## src/rtl/lsu_mem_adapter.sv

```systemverilog
// lsu_mem_adapter: load/store unit bridging the core memory stage to a word-addressed data memory.
// Ports:
//   clk, rst                          clock, asynchronous active-high reset
//   req_valid/req_ready               request handshake
//   req_write, req_funct3             store flag, RV32I width/sign code
//   req_addr, req_wdata               byte address, LSB-aligned store data
//   resp_valid                        one-cycle response strobe
//   resp_rdata, resp_error, resp_cause  extended load data, fault flag, fault cause
//   mem_address, mem_read, mem_write  word index and access strobes
//   mem_mask_byte, mem_write_data     byte-lane mask, LSB-aligned store value
//   mem_read_data                     combinational read word
module lsu_mem_adapter #(
    parameter int MEM_WORDS_LOG2 = 10
) (
    input  logic        clk,
    input  logic        rst,
    input  logic        req_valid,
    output logic        req_ready,
    input  logic        req_write,
    input  logic [2:0]  req_funct3,
    input  logic [31:0] req_addr,
    input  logic [31:0] req_wdata,
    output logic        resp_valid,
    output logic [31:0] resp_rdata,
    output logic        resp_error,
    output logic [1:0]  resp_cause,
    output logic [29:0] mem_address,
    output logic        mem_read,
    output logic        mem_write,
    output logic [3:0]  mem_mask_byte,
    output logic [31:0] mem_write_data,
    input  logic [31:0] mem_read_data
);
    localparam logic [1:0] IDLE = 2'd0, ACCESS = 2'd1, RESP = 2'd2;

    logic [1:0]  state_q, state_d;
    logic        write_q, write_d;
    logic [2:0]  funct3_q, funct3_d;
    logic [31:0] addr_q, addr_d;
    logic [31:0] wdata_q, wdata_d;
    logic [31:0] rdata_q, rdata_d;
    logic        error_q, error_d;
    logic [1:0]  cause_q, cause_d;

    logic        illegal, misaligned, out_of_range;
    logic [1:0]  cause;
    logic [31:0] word;
    logic [31:0] load_ext;
    logic        in_access;

    // Stores have no unsigned variants, so funct3[2] on a store is always illegal.
    assign illegal      = (req_funct3 == 3'd3) || (req_funct3[2] && req_funct3[1]) || (req_write && req_funct3[2]);
    assign misaligned   = (req_funct3[1:0] == 2'b01 && req_addr[0]) || (req_funct3[1:0] == 2'b10 && req_addr[1:0] != 2'b00);
    assign out_of_range = |req_addr[31:MEM_WORDS_LOG2+2];
    assign cause        = illegal ? 2'd3 : misaligned ? 2'd1 : out_of_range ? 2'd2 : 2'd0;

    assign word     = mem_read_data >> {addr_q[1:0], 3'b000};
    assign load_ext = funct3_q[1:0] == 2'b00 ? {{24{word[7] & ~funct3_q[2]}}, word[7:0]} :
                      funct3_q[1:0] == 2'b01 ? {{16{word[15] & ~funct3_q[2]}}, word[15:0]} : word;

    assign in_access      = state_q == ACCESS;
    assign req_ready      = state_q == IDLE;
    assign resp_valid     = state_q == RESP;
    // Response fields are gated so they read 0 in every cycle except the strobe.
    assign resp_rdata     = resp_valid ? rdata_q : 32'h0;
    assign resp_error     = resp_valid & error_q;
    assign resp_cause     = resp_valid ? cause_q : 2'd0;
    assign mem_address    = in_access ? addr_q[31:2] : 30'h0;
    assign mem_read       = in_access & ~write_q;
    assign mem_write      = in_access & write_q;
    assign mem_write_data = mem_write ? wdata_q : 32'h0;
    assign mem_mask_byte  = !mem_write ? 4'h0 :
                            funct3_q[1:0] == 2'b00 ? 4'b0001 << addr_q[1:0] :
                            funct3_q[1:0] == 2'b01 ? 4'b0011 << addr_q[1:0] : 4'b1111;

    always_comb begin
        state_d  = state_q;
        write_d  = write_q;
        funct3_d = funct3_q;
        addr_d   = addr_q;
        wdata_d  = wdata_q;
        rdata_d  = rdata_q;
        error_d  = error_q;
        cause_d  = cause_q;
        if (state_q == IDLE) begin
            if (req_valid) begin
                write_d  = req_write;
                funct3_d = req_funct3;
                addr_d   = req_addr;
                wdata_d  = req_wdata;
                rdata_d  = 32'h0;
                error_d  = cause != 2'd0;
                cause_d  = cause;
                state_d  = cause != 2'd0 ? RESP : ACCESS;
            end
        end else if (state_q == ACCESS) begin
            rdata_d = write_q ? 32'h0 : load_ext;
            state_d = RESP;
        end else begin
            state_d = IDLE;
        end
    end

    always_ff @(posedge clk or posedge rst) begin
        if (rst) begin
            state_q  <= IDLE;
            write_q  <= 1'b0;
            funct3_q <= 3'd0;
            addr_q   <= 32'h0;
            wdata_q  <= 32'h0;
            rdata_q  <= 32'h0;
            error_q  <= 1'b0;
            cause_q  <= 2'd0;
        end else begin
            state_q  <= state_d;
            write_q  <= write_d;
            funct3_q <= funct3_d;
            addr_q   <= addr_d;
            wdata_q  <= wdata_d;
            rdata_q  <= rdata_d;
            error_q  <= error_d;
            cause_q  <= cause_d;
        end
    end
endmodule
```

## config.mk

```make
export PLATFORM = sky130hd
export DESIGN_NAME = lsu_mem_adapter
export DESIGN_NICKNAME = d
export VERILOG_FILES = /design/src/rtl/lsu_mem_adapter.sv
export SDC_FILE = /design/constraint.sdc
export NUM_CORES = 1
export LEC_CHECK = 0
export ABC_AREA = 1
export CORE_AREA = 2 2 123 125
export DETAILED_ROUTE_END_ITERATION = 10
export DIE_AREA = 0 0 125 127
export PLACE_DENSITY = 0.77
export SLEW_MARGIN = 20
export SYNTH_ARGS = -nofsm -noshare
export SYNTH_HDL_FRONTEND = slang
export SYNTH_SLANG_ARGS = --single-unit
```

## constraint.sdc

```tcl
create_clock -name clk -period 2.8 [get_ports clk]
set_input_delay 0.28 -clock clk [delete_from_list [all_inputs] [get_ports clk]]
set_output_delay 0.28 -clock clk [all_outputs]
set_load 0.05 [all_outputs]
```

---- Yosys cells after proc, flatten, opt, wreduce, memory -nomap -nowiden ----
Index checks and enable logic that the tools add are counted.
cells by class
  magnitude comparators ................... 0
  reduce and logical (&&, ||, !) cells .... 15
  add/sub/neg operators ................... 0
  divide/modulo/power cells ............... 0
  bitwise logic cells ..................... 7
  muxes and demuxes ....................... 20
  eq/ne operators ......................... 7
  shift-type cells ........................ 3
  multipliers ............................. 0
operators by type and width
  operator                                                                number
  32-bit 2-to-1 mux                                                       8
  32-bit by 5-bit >> shifter with 32-bit output                           1
  30-bit 2-to-1 mux                                                       1
  20-bit OR reduction                                                     1
  2-bit 2-to-1 mux                                                        8
  4-bit 2-to-1 mux                                                        3
  2-bit by 1-bit equality test with 1-bit output (second input constant)  3
  2-bit nonzero test                                                      3
  1-bit bitwise AND                                                       5
  2-bit equality test (second input constant)                             2
  1-bit logical AND                                                       4
  2-bit zero test                                                         2
  2-bit AND reduction                                                     2
  1-bit by 2-bit left shift with 4-bit output (first input constant)      1
  2-bit by 2-bit left shift with 4-bit output (first input constant)      1
  3-bit by 2-bit equality test with 1-bit output (second input constant)  1
  1-bit logical OR                                                        3
  2-bit != test (second input constant)                                   1
  1-bit inverter                                                          2
storage, ports and cells
  register bits after elaboration ......... 105
  RAM bits ................................ 0
  logic and storage cells ................. 60
  bits in latches ......................... 0
  memories ................................ 0
  ROM bits ................................ 0

---- Longest topological paths before layout ----
  depth in word-level cells ............... 9
  mapped depth ............................ 10
  mapped depth without buffers ............ 9

---- Worst setup path before layout ----
Ideal clock, no wire load.
  path kind ............................... reg2out
  start ................................... register state_q[0]
  end ..................................... output resp_cause[0]
  required time ........................... 2520 ps
  stages on the path, launching flop included .. 5
  setup slack ............................. 113 ps
  data arrival time ....................... 2407 ps
  cell sequence ........................... dfrtp_1 nor2_1 clkinv_1 clkbuf_1 nor2_1
between the ends
  longest elaborated chain between the ends .. 2
ends and longest elaborated chain
  element                 RTL line  RTL
  from (decl)             36        logic [1:0] state_q, state_d;
  from (signal assigned)  115       state_q <= state_d;
  2-bit equality test     63        assign resp_valid = state_q == RESP;
  net resp_valid          23        output logic resp_valid,
  2-bit 2-to-1 mux        67        assign resp_cause = resp_valid ? cause_q : 2'd0;
  to (decl)               26        output logic [1:0] resp_cause,
The timed path passes the listed nets, and every way through them passes these cells.

---- Final worst setup path ----
  start ................................... register state_q[1]
  end ..................................... output mem_mask_byte[1]
between the ends
  longest elaborated chain between the ends .. 3
ends and longest elaborated chain
  element                                         RTL line  RTL
  2-bit by 1-bit equality test with 1-bit output  61        assign in_access = state_q == ACCESS;
  1-bit bitwise AND                               70        assign mem_write = in_access & write_q;
  4-bit 2-to-1 mux                                72        assign mem_mask_byte = !mem_write ? 4'h0 :
  to (decl)                                       30        output logic [3:0] mem_mask_byte,
No other way between the ends.

==> qor.yml <==
status: "completed"
cts_buffers: 9
final_cell_area_um2: 8760
ant_nets: 0
post-route-drc-count: 0
fin_nets: 1079
die_h_um: 127
peakVddDrop_mv: 0.346
cts_tree: "built"
fillers: 1295
grt_pass1_vias: 5266
num_vias: 5443
period_share: 0.896
endpoint_kind: "primary output"
finClkSkew_ns: 0.00617
vias_per_cell: 4.69
fp-row-count: 44
place_area_um2: 8420
synth_top_area_cell: "dfrtp_1"
synthTopCellsByArea: "dfrtp_1 46%, nand2_1 13%, inv_1 8.8%"
max_stage_delay_ns: 0.38
worstSkewPairLatency_ns: 0.35
cp-start-kind: "flop"
rsz0062_at_grt: "false"
wl_per_cell_um: 14.1
grt.total_usage: 0.209
drt-initial-drc-count: 445
antenna_cells: 0
cp.arrival_ns: 2.23
crit_buf_inv: 5
cts.sinks: 105
core_area_um2: 14400
synth_top_area_share: 0.463
grt_first_pass_wirelength_um: 26500
die_w_um: 125
hold_path.class: "input port to async pin"
h-tree-depth: 3
cts_post_setup_buffers_inserted: 0
wl_um: 16400
globalplace.congestion: 0.838
yosysSeqAreaShare: 0.463
final_cell_mix: "202 x nand2_1, 135 x clkdlybuf4s50_1, 132 x inv_1, 123 x nor2_1, 105 x dfrtp_1"
crit_chain: "inv_2 -> nand2_4 -> inv_2 -> nand2_1 -> buf_4 -> inv_1 -> o21ai_0 -> a21oi_1 -> buf_12"
slowest_stage: "dfrtp_1"
synth_warnings: 0
setup_viol: 0
ios: 208
r2r_setup_slack_ns: 0.96
start_util: 0.393
final_util: 0.607
hold_viol: 0
worstPathRequired_ns: 2.52
root_buffer: "clkbuf_16"
grt_max_degree: 106
syn_inst: 788
critPathTopFamily: "buffers and inverters"
max-slew-margin-rel: 0.547
tightest_slew_ns: 0.680
path_class: "flop to primary output"
dieArea_um2: 15900
synth_nets: 895
io_buffers: 207
postSynthAreaPerCell_um2: 7.20
r2r_end: "rdata_q[26]"
p_leak_nw: 4.18
worst-path-stages: 9
first_pass_iters: 5
fmax_ghz: 0.399
yosys.cell_types.count: 28
final_max_slew_viol_count: 0
syn_area_um2: 5670
r2r_cells: 7
powerDensity_nw_per_um2: 442
crit_path_start: "state_q[1]"
cp_common_cell: "inv_2"
antenna_found_initial: 0
period_needed_ns: 2.51
hold_buffers: 0
grt_remaining_overflow: 0
cp_max_fo: 34
final_common_cell: "nand2_1"
synth-seq-cells: 105
area_delta_synth_final_pct: 54.4
maxCapViolations: 0
dpl.hpwl_um: 12000
path_clk_slew_ns: 0.07
setup_tns_ns: 0
timing.rr.start: "addr_q[1]"
drive_gt1_frac: 0.119
cts.path.max_buffers: 2
[tightest hold or removal path, stage by stage]
cell	delay (ns)
clkdlybuf4s50_1	0.44
clkinvlp_4	0.09
buf_12	0.42
[area by class of cell]
| class | instances | area (µm²) | area share |
|---|---|---|---|
| Clock buffer | 11 | 253 | 0.0289 |
| Timing Repair Buffer | 217 | 2810 | 0.320 |
| Multi-Input combinational cell | 499 | 2220 | 0.253 |
| Tap cell | 184 | 230 | 0.0263 |
| Clock inverter | 5 | 85.1 | 0.00971 |
| Sequential cell | 105 | 2630 | 0.300 |
| Inverter | 140 | 539 | 0.0616 |
[cells in the mapped netlist (all sizes together)]
cell / n
o22ai: 7
buf: 32
nor2: 126
clkinv: 1
o21bai: 16
o211ai: 1
o21ai: 100
a21oi: 11
nand3: 25
ha: 4
clkbuf: 12
o21a: 1
nand2: 206
inv: 139
dfrtp: 105
or2: 2
[metal layers]
layer / part of all wire / up-vias / global-route usage
li1: - / 2738 / -
met1: 0.41 / 2463 / 0.259
met2: 0.47 / 215 / 0.342
met3: 0.096 / 27 / 0.0670
met4: 0.019 / 0 / 0.0784
met5: 0 / - / 0
[stage by stage]
step | instances | power (mW) | setup WS [ns] | hold slack [ns]
after CTS | 1161 | 3.92 | 0.0462 | 0.461
final | 1161 | 3.87 | 0.292 | 0.440
after global routing | 1161 | 4.08 | 0.161 | 0.488
after floorplan | 788 | 2.21 | 0.113 | 0.390
after global placement | 1145 | 2.48 | 0.522 | 0.467
after detailed placement | 1145 | 2.49 | 0.424 | 0.474
[state kept, by name, summed over array words and instances (netlist names)]
name      flops
rdata_q      32
state_q       2
error_q       1
cause_q       2
wdata_q      32
funct3_q      3
addr_q       32
write_q       1
[worst max-delay path by stage]
stage	slack, ns	endpoint
finish	0.29	mem_mask_byte[1]
global route	0.16	mem_mask_byte[1]
CTS	0.05	mem_mask_byte[1]
detailed placement	0.42	mem_mask_byte[1]
global placement	0.52	mem_mask_byte[1]
floorplan	0.11	resp_cause[0]
[repair_timing]
| action | 4_1_cts | 5_1_grt |
|---|---|---|
| gates resized for setup | 0 | 1 |
| endpoints found under the setup margin | 0 | 3 |
| endpoints found under the hold margin | 0 | 0 |
[report_power, final]
part / internal, mW / switching [mW] / total, mW / leakage, nW
combinational: 0.304 / 0.469 / 0.773 / 2.68
sequential: 1.65 / 0.0413 / 1.69 / 1.34
clock: 0.837 / 0.569 / 1.41 / 0.162
[logic make-up (layout without fill, tap and decap cells)]
logic type,count (synthesis),in the layout,synth area share
AND/OR/NAND/NOR,359,359,0.251
AO/OA/AOI/OAI,136,136,0.130
buffers and inverters,184,373,0.146
flip-flops,105,105,0.463
adder cells (fa/ha/maj),4,4,0.00882
Power figures use the tool's default switching activity.
